[src/rtl/uart_32_bit_rx.sv]
// ============================================================================
// Module   : uart_32_bit_rx
// Purpose  : UART receiver for 32-data-bit frames with a one-entry valid/ready
//            output register, framing and overrun reporting.
//            Define UART_32_BIT_RX_PARITY_EN for an even-parity bit after DATA.
// Revision : 1.0 - initial release
// ============================================================================
`default_nettype none

module uart_32_bit_rx #(
    parameter int CLKS_PER_BIT = 10417,
    parameter int SYNC_STAGES  = 2
) (
    input  logic        aclk,
    input  logic        areset,
    input  logic        rx,
    output logic [31:0] rdata_out,
    output logic        rvalid_out,
    input  logic        rready_in,
    output logic        frame_err_out,
    output logic        overrun_out,
    output logic        busy_out
`ifdef UART_32_BIT_RX_PARITY_EN
    ,
    output logic        parity_err_out
`endif
);

    localparam int                 c_CNT_W     = $clog2(CLKS_PER_BIT);
    localparam logic [c_CNT_W-1:0] c_HALF_LAST = c_CNT_W'(CLKS_PER_BIT / 2 - 1);
    localparam logic [c_CNT_W-1:0] c_BIT_LAST  = c_CNT_W'(CLKS_PER_BIT - 1);

    localparam logic [2:0] c_IDLE   = 3'd0;
    localparam logic [2:0] c_START  = 3'd1;
    localparam logic [2:0] c_DATA   = 3'd2;
    localparam logic [2:0] c_PARITY = 3'd3;
    localparam logic [2:0] c_STOP   = 3'd4;

    logic [SYNC_STAGES-1:0] r_sync;
    logic                   r_rx_q;
    logic [2:0]             r_state;
    logic [c_CNT_W-1:0]     r_clk_cnt;
    logic [4:0]             r_bit_cnt;
    logic [31:0]            r_shift;

    logic [2:0]             w_state_nxt;
    logic [c_CNT_W-1:0]     w_clk_cnt_nxt;
    logic [4:0]             w_bit_cnt_nxt;
    logic                   w_rx;
    logic                   w_tick;
    logic                   w_shift_en;
    logic                   w_done;
    logic                   w_frame_err;
    logic                   w_hs;
    logic                   w_drop;
    logic                   w_par_ok;

`ifdef UART_32_BIT_RX_PARITY_EN
    logic                   r_par_bad;
    logic                   w_par_err;
    assign w_par_ok = ~r_par_bad;
`else
    assign w_par_ok = 1'b1;
`endif

    assign w_rx     = r_sync[SYNC_STAGES-1];
    assign w_tick   = (r_clk_cnt == c_BIT_LAST);
    assign busy_out = (r_state != c_IDLE);
    assign w_hs     = rvalid_out & rready_in;
    assign w_drop   = w_done & rvalid_out & ~rready_in;

    always_comb begin
        w_state_nxt   = r_state;
        w_clk_cnt_nxt = r_clk_cnt + 1'b1;
        w_bit_cnt_nxt = r_bit_cnt;
        w_shift_en    = 1'b0;
        w_done        = 1'b0;
        w_frame_err   = 1'b0;
`ifdef UART_32_BIT_RX_PARITY_EN
        w_par_err     = 1'b0;
`endif
        case (r_state)
            c_IDLE: begin
                w_clk_cnt_nxt = '0;
                if (r_rx_q && !w_rx) begin
                    w_state_nxt = c_START;
                end
            end
            c_START: begin
                // Half-bit wait puts every later sample at a bit centre
                if (r_clk_cnt == c_HALF_LAST) begin
                    w_clk_cnt_nxt = '0;
                    w_bit_cnt_nxt = 5'd0;
                    w_state_nxt   = w_rx ? c_IDLE : c_DATA;
                end
            end
            c_DATA: begin
                if (w_tick) begin
                    w_clk_cnt_nxt = '0;
                    w_shift_en    = 1'b1;
                    w_bit_cnt_nxt = r_bit_cnt + 5'd1;
                    if (r_bit_cnt == 5'd31) begin
`ifdef UART_32_BIT_RX_PARITY_EN
                        w_state_nxt = c_PARITY;
`else
                        w_state_nxt = c_STOP;
`endif
                    end
                end
            end
`ifdef UART_32_BIT_RX_PARITY_EN
            c_PARITY: begin
                if (w_tick) begin
                    w_clk_cnt_nxt = '0;
                    w_par_err     = (w_rx != ^r_shift);
                    w_state_nxt   = c_STOP;
                end
            end
`endif
            c_STOP: begin
                if (w_tick) begin
                    w_clk_cnt_nxt = '0;
                    w_state_nxt   = c_IDLE;
                    w_done        = w_rx & w_par_ok;
                    w_frame_err   = ~w_rx;
                end
            end
            default: begin
                w_clk_cnt_nxt = '0;
                w_state_nxt   = c_IDLE;
            end
        endcase
    end

    always_ff @(posedge aclk or posedge areset) begin
        if (areset) begin
            r_sync    <= '1;
            r_rx_q    <= 1'b1;
            r_state   <= c_IDLE;
            r_clk_cnt <= '0;
            r_bit_cnt <= '0;
            r_shift   <= '0;
        end else begin
            r_sync    <= {r_sync[SYNC_STAGES-2:0], rx};
            r_rx_q    <= w_rx;
            r_state   <= w_state_nxt;
            r_clk_cnt <= w_clk_cnt_nxt;
            r_bit_cnt <= w_bit_cnt_nxt;
            if (w_shift_en) begin
                r_shift <= {w_rx, r_shift[31:1]};
            end
        end
    end

    // One-entry output register: a completion that cannot be stored is dropped
    always_ff @(posedge aclk or posedge areset) begin
        if (areset) begin
            rdata_out     <= '0;
            rvalid_out    <= 1'b0;
            overrun_out   <= 1'b0;
            frame_err_out <= 1'b0;
        end else begin
            frame_err_out <= w_frame_err;
            if (w_done && (!rvalid_out || rready_in)) begin
                rdata_out  <= r_shift;
                rvalid_out <= 1'b1;
            end else if (w_hs) begin
                rvalid_out <= 1'b0;
            end
            if (w_drop) begin
                overrun_out <= 1'b1;
            end else if (w_hs) begin
                overrun_out <= 1'b0;
            end
        end
    end

`ifdef UART_32_BIT_RX_PARITY_EN
    always_ff @(posedge aclk or posedge areset) begin
        if (areset) begin
            r_par_bad      <= 1'b0;
            parity_err_out <= 1'b0;
        end else begin
            parity_err_out <= w_par_err;
            if (w_par_err) begin
                r_par_bad <= 1'b1;
            end else if (r_state == c_IDLE) begin
                r_par_bad <= 1'b0;
            end
        end
    end
`endif

endmodule

`default_nettype wire

[config.mk]
export PLATFORM = sky130hd
export DESIGN_NAME = uart_32_bit_rx
export DESIGN_NICKNAME = d
export VERILOG_FILES = /design/src/rtl/uart_32_bit_rx.sv
export SDC_FILE = /design/constraint.sdc
export NUM_CORES = 1
export LEC_CHECK = 0
export BUFFER_PORTS_ARGS = -buffer_cell sky130_fd_sc_hd__buf_2
export CAP_MARGIN = 5
export CORE_ASPECT_RATIO = 0.8
export CORE_MARGIN = 2
export CORE_UTILIZATION = 49
export CTS_CLUSTER_SIZE = 10
export DETAILED_ROUTE_END_ITERATION = 8
export PLACE_DENSITY = 0.74
export SYNTH_ARGS = -nofsm -noshare
export SYNTH_HDL_FRONTEND = slang
export SYNTH_SLANG_ARGS = --single-unit
[constraint.sdc]
create_clock -name aclk -period 3 [get_ports aclk]
set_input_delay 0 -clock aclk [delete_from_list [all_inputs] [get_ports aclk]]
set_output_delay 0 -clock aclk [all_outputs]
set_load 0.005 [all_outputs]
Word-level counts from Yosys, hierarchy flattened
Cells that the tools add are included.

word-level totals
  bits in registers = 92
  input port bits = 4
  output and inout port bits = 36
  logic and storage cells = 63

operators by class
  add/sub/neg operators = 2
  equal/unequal tests = 11
  mux-type cells = 22
  bitwise operators = 5
  reduce and logical (&&, ||, !) cells = 13

operator list
  operator                 number
  $mux W14                 2
  $pmux W14 S2             1
  $mux W3                  5
  $add A14 B1 Y14 const B  1
  $eq A14 B13 Y1 const B   1
  $eq A14 B14 Y1 const B   1
  $pmux W3 S4              1
  $mux W5                  2
  $ne A2 B2 Y1 const B     5
  $pmux W5 S2              1
  $mux W1                  9
  $reduce_bool A2 Y1       3
  $add A5 B1 Y5 const B    1
  $eq A5 B5 Y1 const B     1
  $reduce_and A5 Y1        1
  $and A1 B1 Y1            3
  $eq A3 B1 Y1 const B     1
  $eq A3 B2 Y1 const B     1
  $eq A3 B3 Y1 const B     1
  $logic_not A3 Y1         1
  $reduce_and A3 Y1        1
  $reduce_bool A3 Y1       1
  $logic_and A1 B1 Y1      2
  $logic_not A1 Y1         2
  other kinds (4)          5

Depth between registers and ports, before layout
Gate-level depths: netlist of run 1.

  depth after elaboration = 6
  depth in mapped cells = 10

Worst setup path before layout of run 1
No wires, ideal clock.

  path kind = reg-to-reg
  start point = register r_clk_cnt[3]
  end point = register rdata_out[0]
  library setup time = 0.125 ns
  arrival = 1.786 ns
  required time = 2.875 ns
  path slack = 1.089 ns
  cell stages (with the launch flop) = 8
  buffers on the path = 3
  period minus slack after synthesis = 1.911 ns
  cell sequence = dfrtp_1 -> nor4b_2 -> and4_1 -> buf_6 -> and4_1 -> buf_6 -> buf_12 -> mux2_4

between the ends
  longest elaborated chain between the ends = 4

RTL lines
  item                    line  source
  from (decl)             42    logic [c_CNT_W-1:0] r_clk_cnt;
  from (signal assigned)  147   r_clk_cnt <= w_clk_cnt_nxt;
  $eq A14 B14 Y1          67    assign w_tick = (r_clk_cnt == c_BIT_LAST);
  $mux W1                 121   if (w_tick) begin
  $mux W1                 82    case (r_state)
  $logic_and A1 B1 Y1     164   if (w_done && (!rvalid_out || rready_in)) begin
  to (signal assigned)    165   rdata_out <= r_shift;
  to (decl)               17    output logic [31:0] rdata_out,

Every way passes these cells.
A chain may end at the register's enable or synchronous reset.

Worst setup path after layout of run 1
  start point = register r_clk_cnt[3]
  end point = register r_bit_cnt[0]

between the ends
  longest elaborated chain between the ends = 3

RTL lines
  item                                                     line    source
  $eq A14 B13 Y1 / $eq A14 B14 Y1 (equally long branches)  91, 67
  $ne A2 B2 Y1 (no line)                                   --
  $reduce_and A3 Y1 (no line) (*)                          --
  to (signal assigned)                                     148     r_bit_cnt <= w_bit_cnt_nxt;
  to (decl)                                                43      logic [4:0] r_bit_cnt;

Mark *: on every way between the ends. The rest lies on a longest branch, timed or not.

==> flow_summary.yaml, run 1 <==
drt:
  first_pass_iters: 5
  wirelength_mm: 6.66
  ant_nets: 0
  post_drt_via_cell_ratio: 4.96
  drt_iter0_drc: 79
  route.detailed.drc: 0
  post_drt_wl_per_cell_um: 13.6
  vias: 2423
clock_tree:
  clk_pin_slew_ns: 0.08
  insertion_delay_ns: 0.36
  clock_sinks: 92
  cts-root-buf: "clkbuf_8"
  cts_tree: "yes"
  cts_setup_buffers: 0
  clk_path_buf_depth: 2
  cts_buffers: 9
  htree_levels: 3
power:
  leakage_nw: 2.32
  ir_worst_vdd_uv: 209
  power_density_nw_per_um2: 506
synthesis:
  ys_types: 37
  yosysWarnings: 0
  synth-edff-count: 0
  synth_cells: 331
  async_flop_share: 1.00
  avgSynthCellArea_um2: 11.7
  synthTopCellsByArea: "dfrtp_1, mux2_4, nand2_1"
  synth_seq_cells: 92
  syn_nets: 339
  syn-cell-area_um2: 3870
  synthFlopType: "dfrtp_1"
  yosysTopAreaCellShare: 0.575
  synth_largest_area_cell: "dfrtp_1"
  ys_seq_area_frac: 0.595
sta:
  finalSetupViolations: 0
  min_period_ns: 2.28
  max_freq_mhz: 439
  setup_tns_ns: 0
  tightest_slew_ns: 0.899
  fin_crit_sh: 0.759
  hold_violations: 0
  fin_skew_ns: 0.0133
  slew_violations: 0
  rsz0062_at_grt: "false"
  slew_headroom: 0.400
floorplan:
  die_y_um: 83.5
  num_io_pins: 40
  initial_core_util: 0.514
  row_count: 28
  core-area_um2: 7530
  die_w_um: 103
  die_area_um2: 8630
cells_and_area:
  area_delta_synth_final_pct: 12.4
  fillers: 660
  final_cell_mix: "nand2_1, dfrtp_1, buf_2"
  final-seq-area_um2: 2310
  final_common_cell: "nand2_1"
  final_util: 0.578
  layout-drive-gt1-share: 0.258
  antenna_cells: 0
  fin_area_um2: 4350
  multi_input_area_um2: 1440
  fin_nets: 387
worst_setup_path:
  crit_family: "simple AND/OR/NAND/NOR gates"
  cp.arrival_ns: 2.52
  crit_type: "reg2reg"
  path_buf_inv: 0
  crit_path_cell_trace: "nor4b_2 > and4_1 > nand2_1 > a21o_1 > mux2_2"
  cp.required_ns: 3.24
  start_kind: "register"
  slowest_stage: "dfrtp_1"
  worstPathMaxFanout: 18
  cp-end-kind: "register"
  max_stage_delay_ns: 0.44
flow_run:
  drv_cap: 0
placement:
  hpwl_mm: 4.45
  io_buffers: 39
  place_area_um2: 4170
  gp_congestion: 0.775
global_route:
  grt_max_degree: 53
  grt_pass1_wl_mm: 11.8
  grt_overflow: 0
  track_usage: 0.177
  grt_pass1_vias: 2484
  antenna_found_initial: 0
status:
  outcome: "finished, final reports clean"
min_path:
  hp-class: "in2reg"
==> cell families (layout without fill, tap and decap cells) <==
group	after synthesis	after routing	share of synthesized area
compound gates	11	11	0.0200
xor+xnor	12	12	0.0271
fa+ha+maj	4	4	0.0129
buf+inv	16	69	0.0336
flops	92	92	0.595
mux	33	33	0.125
simple gates	163	163	0.186
==> report_power, final <==
group          internal [mW]  switching [mW]  leakage (nW)
Sequential              1.27          0.0286          1.27
Clock                  0.300           0.405        0.0774
Combinational         0.0780           0.125         0.970
==> layer usage <==
layer | track usage | vias to the layer above | share of wire
met1 | 0.237 | 1191 | 0.48
li1 | - | 1184 | -
met3 | 0.0578 | 4 | 0.035
met2 | 0.267 | 44 | 0.47
met4 | 0.0670 | 0 | 0.013
met5 | 0 | - | 0
==> layout make-up <==
| type | instances | area share |
|---|---|---|
| flip-flops and latches | 92 | 0.530 |
| multi-input cells | 223 | 0.330 |
| repair buffers | 50 | 0.0713 |
| clock buffers | 13 | 0.0319 |
| well taps | 105 | 0.0302 |
| clock inverters | 3 | 0.00402 |
| inverters | 3 | 0.00287 |
==> per-stage QoR <==
stage               total power [mW]  std cells  hold slack, ns  worst slack [ns]
finish                          2.20        489           0.279             0.724
global route                    2.32        489           0.269             0.493
CTS                             2.24        489           0.266             0.707
detailed placement              1.53        470           0.113             0.723
global placement                1.52        470           0.115             0.804
floorplan                       1.45        331         0.00448             0.613
==> timing repair <==
item / in CTS / in global routing
hold buffers: 3 / 0
endpoints found under the hold margin: 53 / 0
resized for setup: 0 / 0
==> worst paths after layout <==
path                                        start  slack [ns]  depth (start not counted)                         to
min in group asynchronous                  areset        0.35                          3  rdata_out[11]$_DFFE_PP0P_
min                                            rx        0.28                          2        r_sync[0]$_DFF_PP1_
min reg2reg                   r_sync[0]$_DFF_PP1_        0.37                          0        r_sync[1]$_DFF_PP1_
max                        r_clk_cnt[3]$_DFF_PP0_        0.72                          5   r_bit_cnt[0]$_DFFE_PP0P_
max reg2reg                r_clk_cnt[3]$_DFF_PP0_        0.72                          5   r_bit_cnt[0]$_DFFE_PP0P_
max in group asynchronous                  areset        1.87                          4        r_sync[1]$_DFF_PP1_
==> cells in the mapped netlist (2+ instances only) <==
cell type	number
buf_2	5
a21oi_1	2
inv_1	3
clkbuf_1	3
nor3b_1	3
mux2_4	30
mux2_2	3
nor2b_1	2
ha_1	4
and3_1	3
a41oi_1	2
xor2_1	8
buf_6	2
xnor2_1	4
nand3_1	9
nor3_1	2
nand2_1	108
nand2b_1	3
dfstp_2	3
and4_1	2
buf_12	3
a22o_1	2
a31oi_1	2
and3b_1	3
dfrtp_1	89
nor2_1	20
==> flip-flops by register name (all words and copies together) (netlist names) <==
signal and cells:
r_clk_cnt 14, r_shift 32, overrun_out 1, rdata_out 32, r_sync 2, rvalid_out 1, frame_err_out 1, r_rx_q 1
r_state 3, r_bit_cnt 5
Note: power is estimated with default switching activity, not from simulation.
==> inputs of run 2 (changes only) <==
--- a/config.mk
+++ b/config.mk
@@ -5,6 +5,7 @@
 export SDC_FILE = /design/constraint.sdc
 export NUM_CORES = 1
 export LEC_CHECK = 0
+export ABC_AREA = 1
 export BUFFER_PORTS_ARGS = -buffer_cell sky130_fd_sc_hd__buf_2
 export CAP_MARGIN = 5
 export CORE_ASPECT_RATIO = 0.8
@@ -12,7 +13,7 @@
 export CORE_UTILIZATION = 49
 export CTS_CLUSTER_SIZE = 10
 export DETAILED_ROUTE_END_ITERATION = 8
-export PLACE_DENSITY = 0.74
+export PLACE_DENSITY = 0.77
 export SYNTH_ARGS = -nofsm -noshare
 export SYNTH_HDL_FRONTEND = slang
 export SYNTH_SLANG_ARGS = --single-unit
==> constraint.sdc (replaced) <==
create_clock -name aclk -period 1.93 [get_ports aclk]
set_input_delay 0 -clock aclk [delete_from_list [all_inputs] [get_ports aclk]]
set_output_delay 0 -clock aclk [all_outputs]
set_load 0.005 [all_outputs]
==> flow_summary.yaml, run 2 <==
worst_setup_path:
  reg2reg_slack_ns: 0.23
  crit_path_frequent_cell: "nand2_1"
  path_buf_inv: 4
  cp-end-kind: "register"
  worstPathMaxFanout: 7
  crit_type: "reg2reg"
  cp.required_ns: 2.21
  crit_path_cell_trace: "inv_1 > ha_1 > nand2_1 > inv_1 > nand2_1 > nor2_2 > nand2_1 > o21ai_0 > nand2_1 > inv_1 > buf_4 > nor3_1"
  cp.arrival_ns: 1.98
  crit_family: "simple AND/OR/NAND/NOR gates"
  start_kind: "register"
  max_stage_delay_ns: 0.41
  slowest_stage: "dfrtp_1"
power:
  ir_worst_vdd_uv: 438
  switchingPower_mw: 1.22
  clkPwrFrac: 0.337
  power_mw: 4.05
  power_frac_comb: 0.155
  p_int_mw: 2.84
  p_seq_frac: 0.507
  leakage_nw: 2.18
  power_density_nw_per_um2: 908
  swShare: 0.300
clock_tree:
  clk_path_buf_depth: 2
  clock_sinks: 92
  cts_buffers: 9
  cts_setup_buffers: 0
  cts-root-buf: "clkbuf_8"
  cts_tree: "yes"
  clk_pin_slew_ns: 0.09
  htree_levels: 3
  insertion_delay_ns: 0.37
synthesis:
  synthFlopType: "dfrtp_1"
  yosysWarnings: 0
  yosys-top-cells-count: "nand2_1, dfrtp_1, inv_1"
  synth_cells: 431
  synthTopCellsByArea: "dfrtp_1, nand2_1, o21ai_1"
  synth_seq_cells: 92
  ys_types: 29
  synth-edff-count: 0
  async_flop_share: 1.00
  yosysMostFrequentCell: "nand2_1"
  syn-cell-area_um2: 3930
  synth_largest_area_cell: "dfrtp_1"
  avgSynthCellArea_um2: 9.13
  syn_nets: 439
  yosysTopAreaCellShare: 0.566
  ys_seq_area_frac: 0.586
drt:
  drt_iter0_drc: 167
  wirelength_mm: 7.07
  first_pass_iters: 4
  ant_nets: 0
  route.detailed.drc: 0
  post_drt_via_cell_ratio: 4.87
  vias: 2870
  post_drt_wl_per_cell_um: 12.0
cells_and_area:
  area_delta_synth_final_pct: 13.5
  layout-drive-gt1-share: 0.166
  fin_nets: 484
  reg_top3: "r_shift: 32 flops, rdata_out: 32 flops, r_clk_cnt: 14 flops"
  antenna_cells: 0
  final_common_cell: "nand2_1"
  final_cell_mix: "nand2_1, dfrtp_1, inv_1"
  final_util: 0.567
floorplan:
  initial_core_util: 0.500
  die_area_um2: 8770
  die_y_um: 84.1
  core-area_um2: 7870
  row_count: 29
  die_w_um: 104
  num_io_pins: 40
sta:
  hold_ws_ns: 0.221
  max_freq_mhz: 587
  slew_headroom: 0.639
  min_period_ns: 1.70
  tightest_slew_ns: 0.541
  setup_tns_ns: 0
  fin_crit_sh: 0.883
  slew_violations: 0
  rsz0062_at_grt: "false"
  finalSetupViolations: 0
  fin_skew_ns: 0.0160
  hold_violations: 0
  worst_slack_ns: 0.226
flow_run:
  drv_cap: 0
status:
  outcome: "finished, final reports clean"
global_route:
  grt_pass1_wl_mm: 12.6
  grt_pass1_vias: 2745
  grt_max_degree: 70
  antenna_found_initial: 0
  track_usage: 0.182
  grt_overflow: 0
placement:
  hpwl_mm: 4.80
  gp_congestion: 0.917
  io_buffers: 39
  preCtsSetupSlack_ns: 0.244
min_path:
  hp-class: "in2async"
==> run 2: cell types whose count changed in the layout (fill, tap and decap cells not counted), moves of 4 or more <==
cell,before,now
nand3_1,9,13
nand4_1,1,5
o21ai_2,0,5
clkbuf_1,4,0
inv_1,2,60
nor2_1,20,32
o21ai_1,0,46
o21ai_0,1,16
mux2_4,30,0
nor3_1,2,8
==> run 2: metrics by stage <==
| stage | cells | area, um^2 |
|---|---|---|
| finish | 589 | 4470 |
| global route | 589 | 4470 |
| CTS | 589 | 4460 |
| detailed placement | 570 | 4220 |
| global placement | 570 | 4220 |
| floorplan | 431 | 3940 |
==> run 2: path summary, 6_finish.rpt <==
kind                                   startpoint                       to  cells past startpoint
max in group asynchronous                  areset  r_shift[31]$_DFFE_PP0P_                      4
min reg2reg                   r_sync[0]$_DFF_PP1_      r_sync[1]$_DFF_PP1_                      0
max                        r_clk_cnt[0]$_DFF_PP0_   r_clk_cnt[2]$_DFF_PP0_                     12
min                                        areset   rvalid_out$_DFFE_PP0P_                      3
min in group aclk                              rx      r_sync[0]$_DFF_PP1_                      2
max reg2reg                r_clk_cnt[0]$_DFF_PP0_   r_clk_cnt[2]$_DFF_PP0_                     12
==> run 2: cell families (layout without fill, tap and decap cells) <==
kind of cell	after synthesis	count (layout)	synth area share
AND/OR/NAND/NOR	177	177	0.188
AO/OA/AOI/OAI	73	73	0.101
buffers and inverters	77	127	0.0948
XOR/XNOR	8	8	0.0178
flip-flops	92	92	0.586
adder cells (fa/ha/maj)	4	4	0.0127
==> run 2: power groups by stage <==
stage               combinational, mW  clock [mW]  sequential (mW)
floorplan                       0.432           0             2.08
global placement                0.590           0             2.09
detailed placement              0.614           0             2.09
CTS                             0.621        1.41             2.06
global route                    0.720        1.50             2.07
finish                          0.630        1.37             2.06
==> run 2: area by class of cell <==
cell class / count / area, um^2
Fill cell: 719 / 3410
Sequential cell: 92 / 2310
Multi-Input combinational cell: 262 / 1260
Timing Repair Buffer: 48 / 308
Inverter: 63 / 240
Tap cell: 108 / 135
Clock buffer: 9 / 124
Clock inverter: 7 / 91.3
==> run 2: worst register-to-register path: cells and delay by family, from the launching register on <==
family,cells,cell delay [ns]
AND/OR/NAND/NOR,6,0.59
flip-flops,1,0.41
buffers and inverters,4,0.32
adder cells (fa/ha/maj),1,0.19
AO/OA/AOI/OAI,1,0.11
==> run 2: per-layer routing <==
layer  global-route usage  wire [um]  vias to the layer above
met1                0.247       3370                     1349
met5                    0          0                        -
met3               0.0458        301                       13
met4               0.0749        136                        0
li1                     -          -                     1448
met2                0.282       3260                       60
==> run 2: what timing repair did <==
action | in CTS | in global routing
hold buffers | 3 | 0
endpoints found under the hold margin | 23 | 0
resized for setup | 0 | 1
endpoints found under the setup margin | 0 | 1
==> inputs of run 3 (changes only) <==
--- a/config.mk
+++ b/config.mk
@@ -8,12 +8,15 @@
 export ABC_AREA = 1
 export BUFFER_PORTS_ARGS = -buffer_cell sky130_fd_sc_hd__buf_2
 export CAP_MARGIN = 5
+export CELL_PAD_IN_SITES_DETAIL_PLACEMENT = 1
+export CELL_PAD_IN_SITES_GLOBAL_PLACEMENT = 2
 export CORE_ASPECT_RATIO = 0.8
 export CORE_MARGIN = 2
-export CORE_UTILIZATION = 49
+export CORE_UTILIZATION = 33
 export CTS_CLUSTER_SIZE = 10
 export DETAILED_ROUTE_END_ITERATION = 8
-export PLACE_DENSITY = 0.77
+export PLACE_DENSITY = 0.81
+export REMOVE_ABC_BUFFERS = 1
 export SYNTH_ARGS = -nofsm -noshare
 export SYNTH_HDL_FRONTEND = slang
 export SYNTH_SLANG_ARGS = --single-unit
==> flow_summary.yaml, run 3 (synthesis results as in run 2) <==
power:
  ir_worst_vdd_uv: 515
  p_seq_frac: 0.459
  switchingPower_mw: 1.23
  power_density_nw_per_um2: 974
  swShare: 0.274
  p_int_mw: 3.26
  clkPwrFrac: 0.406
  power_mw: 4.49
  leakage_nw: 2.23
  power_frac_comb: 0.136
worst_setup_path:
  worstPathMaxFanout: 64
  start_kind: "register"
  regToRegEndpoint: "rdata_out[3]$_DFFE_PP0P_"
  cp.arrival_ns: 1.91
  reg2reg_slack_ns: 0.24
  cp.required_ns: 2.15
  rr_startpoint: "r_clk_cnt[0]$_DFF_PP0_"
  cp-end-kind: "register"
  startpoint: "r_clk_cnt[0]$_DFF_PP0_"
  reg2reg_depth: 10
  endpoint: "rdata_out[3]$_DFFE_PP0P_"
  crit_type: "reg2reg"
placement:
  hpwl_mm: 5.79
  io_buffers: 39
  preCtsSetupSlack_ns: 0.215
  dp_cells: 610
  gp_congestion: 0.790
  place_area_um2: 4270
floorplan:
  die_area_um2: 12800
  row_count: 35
  initial_core_util: 0.340
  die_w_um: 126
  core-area_um2: 11600
  die_y_um: 102
  num_io_pins: 40
clock_tree:
  clock_sinks: 92
  cts-root-buf: "clkbuf_16"
  insertion_delay_ns: 0.34
  clk_path_buf_depth: 2
  clk_pin_slew_ns: 0.07
  cts_tree: "yes"
  htree_levels: 3
  cts_buffers: 9
status:
  outcome: "finished, final reports clean"
sta:
  fin_skew_ns: 0.00733
  hold_violations: 0
  min_period_ns: 1.69
  worst_slack_ns: 0.244
  slew_violations: 0
  hold_ws_ns: 0.284
  tightest_slew_ns: 0.639
  slew_headroom: 0.573
  setup_tns_ns: 0
  rsz0062_at_grt: "false"
  fin_crit_sh: 0.873
  finalSetupViolations: 0
  max_freq_mhz: 593
drt:
  vias: 2878
  route.detailed.drc: 0
  wirelength_mm: 8.44
  first_pass_iters: 4
  post_drt_wl_per_cell_um: 13.4
  drt_iter0_drc: 112
  post_drt_via_cell_ratio: 4.58
  ant_nets: 0
global_route:
  grt_pass1_vias: 3013
  grt_overflow: 0
  track_usage: 0.145
  grt_pass1_wl_mm: 14.9
  grt_max_degree: 65
  antenna_found_initial: 0
cells_and_area:
  stdcell_count: 629
  final_cell_mix: "nand2_1, dfrtp_1, inv_1"
  final_common_cell: "nand2_1"
  final_util: 0.399
  antenna_cells: 0
  layout-drive-gt1-share: 0.166
  reg_top3: "r_shift: 32 flops, rdata_out: 32 flops, r_clk_cnt: 14 flops"
  fin_area_um2: 4610
  area_delta_synth_final_pct: 17.2
  fin_nets: 484
flow_run:
  drv_cap: 0
min_path:
  hp-class: "in2async"
## run 3: cell count changes in the layout (fill, tap and decap cells not counted)
cell,delta
clkinv_2,+2
clkinvlp_4,-1
clkinv_4,+1
clkbuf_16,+9
inv_6,-2
clkinv_8,-1
clkbuf_8,-7
inv_8,-1
## run 3: layout make-up
| cell class | instances | area, um^2 |
|---|---|---|
| clock buffer | 11 | 253 |
| clock inverter | 5 | 60.1 |
| fill | 1403 | 6950 |
| inverter | 63 | 238 |
| multi-input combinational | 262 | 1260 |
| sequential | 92 | 2310 |
| tap | 148 | 185 |
| timing repair buffer | 48 | 308 |
## run 3: repair_timing
action,4_1_cts,5_1_grt
setup endpoints to repair,0,1
hold buffers,3,0
setup buffers,0,0
resized for setup,0,1
hold endpoints to repair,36,0
## run 3: worst min-delay path by stage
stage                                endpoint    from  cells after the start
floorplan                 r_sync[0]$_DFF_PP1_      rx                      0
global placement    rdata_out[15]$_DFFE_PP0P_  areset                      2
detailed placement  rdata_out[15]$_DFFE_PP0P_  areset                      2
CTS                       r_sync[0]$_DFF_PP1_      rx                      2
global route              r_sync[0]$_DFF_PP1_      rx                      2
finish              rdata_out[13]$_DFFE_PP0P_  areset                      3
## run 3: worst max-delay path, cell delays in order (launching register included)
cell	delay [ns]
dfrtp_1	0.41
inv_1	0.07
ha_1	0.15
nand2_1	0.08
nor3_2	0.16
nand2_1	0.13
inv_2	0.11
nand3_4	0.07
buf_12	0.21
nand2_1	0.11
o21ai_2	0.06
## run 3: power by group through the flow
stage,clock [mW],sequential [mW],combinational (mW)
2_1_floorplan,0,2.08,0.402
3_3_place_gp,0,2.09,0.590
3_5_place_dp,0,2.09,0.620
4_1_cts,1.88,2.06,0.634
5_1_grt,1.96,2.07,0.722
6_report,1.82,2.06,0.610
## run 3: routing by layer
metal / wire length [um] / global-route usage
met1: 4140 / 0.196
met2: 3980 / 0.236
met3: 263 / 0.0396
met4: 63 / 0.0355
met5: 0 / 0
